[src/rtl/crypto_run_sequencer_if.sv]
// Handshake/config bundle between the register block, the crypto run sequencer and the target core.
interface crypto_run_sequencer_if #(
    parameter int pCNT_WIDTH = 16,
    parameter int pREP_WIDTH = 8
) ();
    logic                  start_i;
    logic                  abort_i;
    logic [pCNT_WIDTH-1:0] cfg_delay_i;
    logic [pREP_WIDTH-1:0] cfg_repeat_i;
    logic [pCNT_WIDTH-1:0] cfg_gap_i;
    logic                  core_load_o;
    logic                  core_busy_i;
    logic                  trigger_o;
    logic                  busy_o;
    logic                  done_o;
    logic                  timeout_o;
    logic [pREP_WIDTH-1:0] runs_done_o;
    logic [pCNT_WIDTH-1:0] last_latency_o;

    modport master (
        output start_i, abort_i, cfg_delay_i, cfg_repeat_i, cfg_gap_i, core_busy_i,
        input  core_load_o, trigger_o, busy_o, done_o, timeout_o, runs_done_o, last_latency_o
    );

    modport slave (
        input  start_i, abort_i, cfg_delay_i, cfg_repeat_i, cfg_gap_i, core_busy_i,
        output core_load_o, trigger_o, busy_o, done_o, timeout_o, runs_done_o, last_latency_o
    );
endinterface

[src/rtl/crypto_run_sequencer.sv]
// Crypto core run sequencer: pre-load delay, repeated load/busy runs with latency capture,
// per-run hang detection, abort and one-cycle completion pulse.
//
// state | meaning
// IDLE  | waiting for start; config latched on start
// ARM   | counting down the pre-load delay
// LOAD  | one-cycle load strobe to the core
// WAIT  | waiting for core busy to rise (timeout guarded)
// RUN   | core busy; measuring latency (timeout guarded)
// GAP   | idle cycles between runs
// DONE  | one-cycle completion pulse
module crypto_run_sequencer #(
    parameter int pCNT_WIDTH = 16,
    parameter int pREP_WIDTH = 8,
    parameter int pTIMEOUT   = 1024
) (
    input  logic                   clk,
    input  logic                   rst,
    crypto_run_sequencer_if.slave  bus
);
    localparam int                TO_W     = $clog2(pTIMEOUT + 1);
    localparam logic [TO_W-1:0]   TO_LIMIT = TO_W'(pTIMEOUT);

    typedef enum logic [2:0] {
        ST_IDLE, ST_ARM, ST_LOAD, ST_WAIT, ST_RUN, ST_GAP, ST_DONE
    } state_t;

    state_t                state_q, state_d;
    logic [pCNT_WIDTH-1:0] cnt_q, cnt_d;
    logic [pCNT_WIDTH-1:0] gap_q, gap_d;
    logic [pREP_WIDTH-1:0] rep_q, rep_d;
    logic [TO_W-1:0]       tcnt_q, tcnt_d;
    logic [pCNT_WIDTH-1:0] lat_q, lat_d;
    logic [pCNT_WIDTH-1:0] last_lat_q, last_lat_d;
    logic [pREP_WIDTH-1:0] runs_q, runs_d;
    logic [pREP_WIDTH-1:0] runs_inc;
    logic                  timeout_q, timeout_d;
    logic                  trigger_q;

    assign runs_inc = runs_q + pREP_WIDTH'(1);

    always_ff @(posedge clk) begin
        if (rst) begin
            state_q    <= ST_IDLE;
            cnt_q      <= '0;
            gap_q      <= '0;
            rep_q      <= '0;
            tcnt_q     <= '0;
            lat_q      <= '0;
            last_lat_q <= '0;
            runs_q     <= '0;
            timeout_q  <= 1'b0;
            trigger_q  <= 1'b0;
        end else begin
            state_q    <= state_d;
            cnt_q      <= cnt_d;
            gap_q      <= gap_d;
            rep_q      <= rep_d;
            tcnt_q     <= tcnt_d;
            lat_q      <= lat_d;
            last_lat_q <= last_lat_d;
            runs_q     <= runs_d;
            timeout_q  <= timeout_d;
            trigger_q  <= (state_d == ST_LOAD) || (state_d == ST_WAIT) || (state_d == ST_RUN);
        end
    end

    always_comb begin
        state_d    = state_q;
        cnt_d      = cnt_q;
        gap_d      = gap_q;
        rep_d      = rep_q;
        tcnt_d     = tcnt_q;
        lat_d      = lat_q;
        last_lat_d = last_lat_q;
        runs_d     = runs_q;
        timeout_d  = timeout_q;

        // DONE is excluded so an abort held high cannot stretch the done pulse
        if (bus.abort_i && state_q != ST_IDLE && state_q != ST_DONE) begin
            state_d = ST_DONE;
        end else begin
            case (state_q)
                ST_IDLE: begin
                    if (bus.start_i) begin
                        state_d   = ST_ARM;
                        cnt_d     = bus.cfg_delay_i;
                        gap_d     = bus.cfg_gap_i;
                        rep_d     = (bus.cfg_repeat_i == '0) ? pREP_WIDTH'(1) : bus.cfg_repeat_i;
                        runs_d    = '0;
                        timeout_d = 1'b0;
                    end
                end
                ST_ARM, ST_GAP: begin
                    if (cnt_q == '0) state_d = ST_LOAD;
                    else             cnt_d   = cnt_q - pCNT_WIDTH'(1);
                end
                ST_LOAD: begin
                    tcnt_d  = '0;
                    state_d = ST_WAIT;
                end
                ST_WAIT: begin
                    if (bus.core_busy_i) begin
                        state_d = ST_RUN;
                        lat_d   = pCNT_WIDTH'(1);
                        tcnt_d  = '0;
                    end else if (tcnt_q == TO_LIMIT) begin
                        timeout_d = 1'b1;
                        state_d   = ST_DONE;
                    end else begin
                        tcnt_d = tcnt_q + TO_W'(1);
                    end
                end
                ST_RUN: begin
                    if (bus.core_busy_i) begin
                        if (tcnt_q == TO_LIMIT) begin
                            timeout_d = 1'b1;
                            state_d   = ST_DONE;
                        end else begin
                            tcnt_d = tcnt_q + TO_W'(1);
                            if (lat_q != '1) lat_d = lat_q + pCNT_WIDTH'(1);
                        end
                    end else begin
                        last_lat_d = lat_q;
                        runs_d     = runs_inc;
                        if (runs_inc == rep_q) begin
                            state_d = ST_DONE;
                        end else begin
                            state_d = ST_GAP;
                            cnt_d   = gap_q;
                        end
                    end
                end
                ST_DONE: state_d = ST_IDLE;
                default: state_d = ST_IDLE;
            endcase
        end
    end

    assign bus.core_load_o    = (state_q == ST_LOAD);
    assign bus.done_o         = (state_q == ST_DONE);
    assign bus.busy_o         = (state_q != ST_IDLE);
    assign bus.trigger_o      = trigger_q;
    assign bus.timeout_o      = timeout_q;
    assign bus.runs_done_o    = runs_q;
    assign bus.last_latency_o = last_lat_q;
endmodule
[src/flat_wrapper.sv]
// flat-port wrapper written by rule: the top's interface ports become plain ports
module crypto_run_sequencer_flat 
#(
    parameter int pCNT_WIDTH = 16,
    parameter int pREP_WIDTH = 8,
    parameter int pTIMEOUT   = 1024
)
  (clk, rst, bus_start_i, bus_abort_i, bus_cfg_delay_i, bus_cfg_repeat_i, bus_cfg_gap_i, bus_core_busy_i, bus_core_load_o, bus_trigger_o, bus_busy_o, bus_done_o, bus_timeout_o, bus_runs_done_o, bus_last_latency_o);
  crypto_run_sequencer_if #(.pCNT_WIDTH(pCNT_WIDTH), .pREP_WIDTH(pREP_WIDTH)) bus_i ();
  input  logic clk;
  input  logic rst;
  input wire logic [$bits(bus_i.start_i)-1:0] bus_start_i;
  input wire logic [$bits(bus_i.abort_i)-1:0] bus_abort_i;
  input wire logic [$bits(bus_i.cfg_delay_i)-1:0] bus_cfg_delay_i;
  input wire logic [$bits(bus_i.cfg_repeat_i)-1:0] bus_cfg_repeat_i;
  input wire logic [$bits(bus_i.cfg_gap_i)-1:0] bus_cfg_gap_i;
  input wire logic [$bits(bus_i.core_busy_i)-1:0] bus_core_busy_i;
  output wire logic [$bits(bus_i.core_load_o)-1:0] bus_core_load_o;
  output wire logic [$bits(bus_i.trigger_o)-1:0] bus_trigger_o;
  output wire logic [$bits(bus_i.busy_o)-1:0] bus_busy_o;
  output wire logic [$bits(bus_i.done_o)-1:0] bus_done_o;
  output wire logic [$bits(bus_i.timeout_o)-1:0] bus_timeout_o;
  output wire logic [$bits(bus_i.runs_done_o)-1:0] bus_runs_done_o;
  output wire logic [$bits(bus_i.last_latency_o)-1:0] bus_last_latency_o;
  assign bus_i.start_i = bus_start_i;
  assign bus_i.abort_i = bus_abort_i;
  assign bus_i.cfg_delay_i = bus_cfg_delay_i;
  assign bus_i.cfg_repeat_i = bus_cfg_repeat_i;
  assign bus_i.cfg_gap_i = bus_cfg_gap_i;
  assign bus_i.core_busy_i = bus_core_busy_i;
  assign bus_core_load_o = bus_i.core_load_o;
  assign bus_trigger_o = bus_i.trigger_o;
  assign bus_busy_o = bus_i.busy_o;
  assign bus_done_o = bus_i.done_o;
  assign bus_timeout_o = bus_i.timeout_o;
  assign bus_runs_done_o = bus_i.runs_done_o;
  assign bus_last_latency_o = bus_i.last_latency_o;
  crypto_run_sequencer #(.pCNT_WIDTH(pCNT_WIDTH), .pREP_WIDTH(pREP_WIDTH), .pTIMEOUT(pTIMEOUT)) u_core (.clk(clk), .rst(rst), .bus(bus_i));
endmodule
[config.mk]
export PLATFORM = sky130hd
export DESIGN_NAME = crypto_run_sequencer_flat
export DESIGN_NICKNAME = d
export VERILOG_FILES = /design/src/rtl/crypto_run_sequencer_if.sv /design/src/rtl/crypto_run_sequencer.sv /design/src/flat_wrapper.sv
export SDC_FILE = /design/constraint.sdc
export NUM_CORES = 1
export LEC_CHECK = 0
export ABC_AREA = 1
export BUFFER_PORTS_ARGS = -buffer_cell sky130_fd_sc_hd__buf_2
export CAP_MARGIN = 5
export CORE_UTILIZATION = 55
export CTS_CLUSTER_DIAMETER = 30
export DETAILED_ROUTE_END_ITERATION = 6
export HOLD_SLACK_MARGIN = 0.03
export PLACE_DENSITY = 0.77
export SYNTH_ARGS = -nofsm -noshare
export SYNTH_HDL_FRONTEND = slang
export SYNTH_SLANG_ARGS = --single-unit
export TNS_END_PERCENT = 10
[constraint.sdc]
create_clock -name clk -period 3.75 [get_ports clk]
set_clock_uncertainty 0.1 [all_clocks]
set_input_delay 0.375 -clock clk [delete_from_list [all_inputs] [get_ports clk]]
set_output_delay 0.375 -clock clk [all_outputs]
set_load 0.01 [all_outputs]
; Word level (Yosys, flattened, before mapping)
; Index checks and enable logic that the tools add are counted.
[word_totals]
ff_bits = 96
inputBits = 45
out_inout_bits = 29
[classes]
add_sub_neg = 4
eq_ne = 22
muxes = 31
n_bitwise = 2
n_reduce_logical = 21
[ops]
columns = cell, n
row1 = two-way mux 16 bit, 8
row2 = case mux 16 bit (3 select lines), 1
row3 = two-way mux 11 bit, 3
row4 = case mux 11 bit (3 select lines), 1
row5 = case mux 16 bit (2 select lines), 1
row6 = two-way mux 8 bit, 3
row7 = two-way mux 3 bit, 6
row8 = adder 16 x 1 -> 16 bit (second input constant), 1
row9 = logical NOT 16 bit, 1
row10 = inequality test 16 bit (second input constant), 1
row11 = inequality test 2 bit (second input constant), 8
row12 = case mux 8 bit (2 select lines), 1
row13 = subtractor 16 x 1 -> 16 bit (second input constant), 1
row14 = case mux 3 bit (5 select lines), 1
row15 = equality test 3 x 2 -> 1 bit (second input constant), 4
row16 = equality test 3 bit (second input constant), 4
row17 = AND reduction 6 bit, 2
row18 = nonzero test 3 bit, 4
row19 = adder 11 x 1 -> 11 bit (second input constant), 1
row20 = equality test 11 bit (second input constant), 1
row21 = AND reduction 3 bit, 3
row22 = adder 8 x 1 -> 8 bit (second input constant), 1
row23 = equality test 8 bit, 1
row24 = logical NOT 8 bit, 1
row25 = other kinds (14), 21

; Longest topological paths before layout
[depth]
ltp_word = 9
ltp_mapped = 15
mapped_depth_nobuf = 15

; Worst setup path after synthesis
; Ideal clock, no wire load.
[synth_path]
path_type = register to register
start = register u_core.runs_q[0] (netlist: u_core.bus.runs_done_o[0])
end = register u_core.cnt_q[11]
arrival_time_ns = 1.827
setup_slack_ns = 1.704
path_stages_with_launch = 14
path_buffers = 1
cell_sequence = dfxtp_1 > ha_1 > nand2_2 > nor2_2 > nand2_1 > nand3_1 > nand3_1 > nor2_2 > nand3_2 > nand2_4 > inv_6 > buf_12 > o21ai_1 > nor2_1
[synth_between]
elab_chain_len = 4
[synth_lines]
columns = element, line_no
row1 = from (decl), crypto_run_sequencer.sv:35  ; logic [pREP_WIDTH-1:0] runs_q, runs_d;
row2 = from (signal assigned), crypto_run_sequencer.sv:62  ; runs_q <= runs_d;
row3 = adder 8 x 1 -> 8 bit, crypto_run_sequencer.sv:40  ; assign runs_inc = runs_q + pREP_WIDTH'(1);
row4 = equality test 8 bit, crypto_run_sequencer.sv:126  ; if (runs_inc == rep_q) begin
row5 = inequality test 2 bit (no line), -
row6 = AND reduction 6 bit (no line), -
row7 = to (signal assigned), crypto_run_sequencer.sv:56  ; cnt_q <= cnt_d;
row8 = to (decl), crypto_run_sequencer.sv:29  ; logic [pCNT_WIDTH-1:0] cnt_q, cnt_d;
; Every way passes these cells.
; A chain may end at the register's enable or synchronous reset.

; Worst setup path in the final report
[layout_path]
start = register u_core.state_q[2]
end = register u_core.last_lat_q[15] (netlist: u_core.bus.last_latency_o[15])
[layout_between]
elab_chain_len = 5
elab_cells_between_ends = 7
[layout_lines]
columns = element, line_no
row1 = from (decl), crypto_run_sequencer.sv:28  ; state_t state_q, state_d;
row2 = from (signal assigned), crypto_run_sequencer.sv:55  ; state_q <= state_d;
row3 = nonzero test 3 bit, crypto_run_sequencer.sv:80  ; if (bus.abort_i && state_q != ST_IDLE && state_q != ST_DONE) begin
row4 = logical AND 1 bit (2 in a row), crypto_run_sequencer.sv:80
row5 = inverter 1 bit (no line), -
row6 = AND reduction 3 bit (no line) *, -
row7 = to (signal assigned), crypto_run_sequencer.sv:61  ; last_lat_q <= last_lat_d;
row8 = to (decl), crypto_run_sequencer.sv:34  ; logic [pCNT_WIDTH-1:0] last_lat_q, last_lat_d;
; Mark *: on every way between the ends. The rest lies on a longest branch, timed or not.

==> flow_summary_export.csv <==
group,metric,value,unit
hold_path,holdPathEnd,"u_core.cnt_q[11]",
clock_network,clk_latency,0.38,ns
worst_setup_path,worstReg2RegStart,"u_core.state_q[2]",
synth,ys_seq_elements,96,
clock_network,numCtsBuffers,9,
global_routing,grt_usage,27.58,%
drt,initialDrtViolationCount,311,
clock_network,cts_tree,"yes",
pwr,combPwrFrac,45.7,%
worst_setup_path,rr_worst_depth,9,
pwr,power_density,703.9,nW/um^2
clock_network,cts_hold_repair.buffers,0,
worst_setup_path,cp_max_fo,27,
synth,yosysTopAreaCellShare,38.19,%
timing,maxSlewHeadroom,28.03,%
timing,min_period,2.633,ns
worst_setup_path,crit_path_start,"u_core.state_q[2]",
outcome,run_status,"finished with violations",
hold_path,hp-start,"bus_cfg_delay_i[11]",
die,die_w,97.66,um
synth,avgSynthCellArea,7.058,sq um
worst_setup_path,r2r_setup_slack,1.12,ns
outcome,failed_checks,"DRC",
synth,synth_top_area_cell,"dfxtp_1",
timing,fmax,379.8,MHz
pwr,swShare,45.66,%
worst_setup_path,cp-end-kind,"flip-flop",
timing,rsz0062_at_grt,"no",
clock_network,cts_resized,0,
final_layout,fillCellCount,797,
drt,wire_per_inst,14.26,um
synth,synth_cells,713,
worst_setup_path,timing.rr.end,"u_core.bus.last_latency_o[15]",
timing,fin_crit_sh,70.21,%
clock_network,clockRootBuffer,"clkbuf_8",
drt,routed_via_density,5.698,
final_layout,antennaDiodeCount,0,
clock_network,clk_pin_slew,0.10,ns
drt,drc,4,
pwr,peakVddDrop,0.0003606,V
synth,synth_common_cells,"nand2_1 (111), dfxtp_1 (96), inv_1 (81), o21ai_0 (73), a21oi_1 (70)",
timing,tns,0,ns
worst_setup_path,critical_path_class,"reg2reg",
drt,first_pass_iters,7,
synth,async_reset_ff_share,0,%
pwr,p_sw,0.001805,W
hold_path,min_path_cells,3,
clock_network,htree_levels,3,
final_layout,design_area,5615,sq um
global_routing,first_global_vias,4756,
run,cap_viol_max_count,0,
die,io_pins,74,
place,dpl.hpwl,9390,um
die,initial_core_util,57.15,%
worst_setup_path,critPathRequiredTime,3.92,ns
die,die_area,9537,sq um
timing,setup_viol,0,
drt,final_antenna_net_count,0,
die,core-area,8806,sq um
pwr,p_clk_share,18.0,%
synth,syn_nets,764,
worst_setup_path,cp.arrival,2.80,ns
hold_path,hold_class,"in2reg",
pwr,seq_power_share,36.3,%
synth,yosys.cell_types.count,48,
final_layout,drive_above_1_share,18.08,%
place,gp_congestion,0.9008,
global_routing,grt_pass1_wl,21460,um
drt,drt-total-wl,12670,um
clock_network,clock-sinks,96,
synth,synth_most_common_cell,"nand2_1",
timing,drv_slew,0,
synth,ys.warnings.count,0,
final_layout,post-route-util,63.77,%
pwr,p_int,0.002148,W
global_routing,antenna_found_initial,0,
synth,yosys_most_used_dff,"dfxtp_1",
clock_network,postCtsSetupBuffers,0,
die,fp-row-count,34,
timing,hold_viol,0,
place,port_buffers,73,
synth,syn-cell-area,5032,sq um
global_routing,grt-ovfl-total,0,
timing,worst_pin_slew,1.078,ns
place,placed_cell_area,5414,sq um
die,die_y,97.66,um
synth,yosys-top-cells-area,"dfxtp_1 (38%), nand2_1 (8.3%), o21ai_0 (7.3%)",
pwr,leakagePower,2.349,nW
synth,ys_seq_area_share,38.19,%
clock_network,cts_buffer_depth,2,
worst_setup_path,start_kind,"flip-flop",
final_layout,fin_nets,826,
final_layout,syn_to_final_growth,11.59,%
synth,synth-edff-count,0,
global_routing,grt_max_degree,42,
drt,via_count,5060,
## metrics by stage
| step | hold slack (ns) | worst slack, ns | cells | total power [W] |
|---|---|---|---|---|
| finish | 0.1393 | 1.117 | 888 | 0.003953 |
| floorplan | 0.3245 | 1.704 | 713 | 0.002878 |
| global route | 0.1508 | 0.8039 | 888 | 0.004244 |
| detailed placement | 0.3549 | 1.131 | 872 | 0.003238 |
| global placement | 0.3414 | 1.277 | 872 | 0.003181 |
| CTS | 0.1374 | 1.113 | 888 | 0.003943 |
## worst max path at each step
stage,to,slack (ns),cells past startpoint
final,u_core.bus.last_latency_o[15],1.12,9
after floorplan,u_core.cnt_q[11],1.70,13
after detailed placement,u_core.bus.last_latency_o[12],1.13,9
after global routing,u_core.bus.last_latency_o[12],0.80,9
after global placement,u_core.bus.last_latency_o[3],1.28,9
after CTS,u_core.bus.last_latency_o[12],1.11,9
## layer usage
metal | global-route usage (%) | wire, um | up-vias
met5 | 0 | 0 | -
met1 | 36.29 | 5720 | 2317
li1 | - | - | 2522
met2 | 46.10 | 5821 | 194
met3 | 3.669 | 805 | 27
met4 | 10.14 | 319 | 0
## flip-flops by register name, summed over array words and instances (netlist names)
| register | count |
|---|---|
| u_core.bus.runs_done_o | 8 |
| u_core.rep_q | 8 |
| u_core.lat_q | 16 |
| u_core.tcnt_q | 11 |
| u_core.bus.last_latency_o | 16 |
| u_core.bus.trigger_o | 1 |
| u_core.bus.timeout_o | 1 |
| u_core.gap_q | 16 |
| u_core.state_q | 3 |
| u_core.cnt_q | 16 |
## area by class of cell
class	count	area [sq um]	area share, %
Multi-Input combinational cell	500	2621	46.68
Sequential cell	96	1922	34.22
Timing Repair Buffer	74	372.9	6.640
Inverter	94	362.8	6.462
Tap cell	108	135.1	2.406
Clock buffer	9	123.9	2.206
Clock inverter	7	77.57	1.381
## power groups by stage
stage	Clock (W)	Sequential, W	Combinational (W)
2_1_floorplan	0	0.00144	0.00144
3_3_place_gp	0	0.00144	0.00174
3_5_place_dp	0	0.00145	0.00178
4_1_cts	0.000720	0.00143	0.00179
5_1_grt	0.000751	0.00146	0.00203
6_report	0.000710	0.00144	0.00181
## cells by family (layout without fill, tap and decap cells)
| group | Yosys count | after routing | share of synthesized area (%) |
|---|---|---|---|
| compound gates | 197 | 197 | 22.38 |
| xor+xnor | 9 | 9 | 1.566 |
| fa+ha+maj | 6 | 6 | 1.492 |
| buf+inv | 117 | 184 | 9.722 |
| flops | 96 | 96 | 38.19 |
| simple gates | 288 | 288 | 26.65 |
## worst max-delay path, cell delays in order, from the launching register on
cell	delay, ns
dfxtp_1	0.49
inv_2	0.09
nor2_4	0.48
inv_2	0.27
nor2_2	0.21
inv_2	0.09
nor2_4	0.39
inv_1	0.20
nor2_1	0.13
nor2_1	0.06
## layout by cell type, fill, tap and decap left out, drive strengths merged, types with 4 or more instances in the layout
cell type,synthesis,routed
nand2,119,119
dfxtp,96,96
inv,91,95
o21ai,84,84
nor2,80,80
a21oi,76,76
buf,10,74
nand3,51,51
nor3,20,20
a211oi,11,11
nand4,11,11
clkbuf,13,9
a31oi,8,8
o211ai,7,7
xor2,6,6
ha,6,6
nor4,4,4
clkinv,3,4
(Power assumes the default switching activity.)
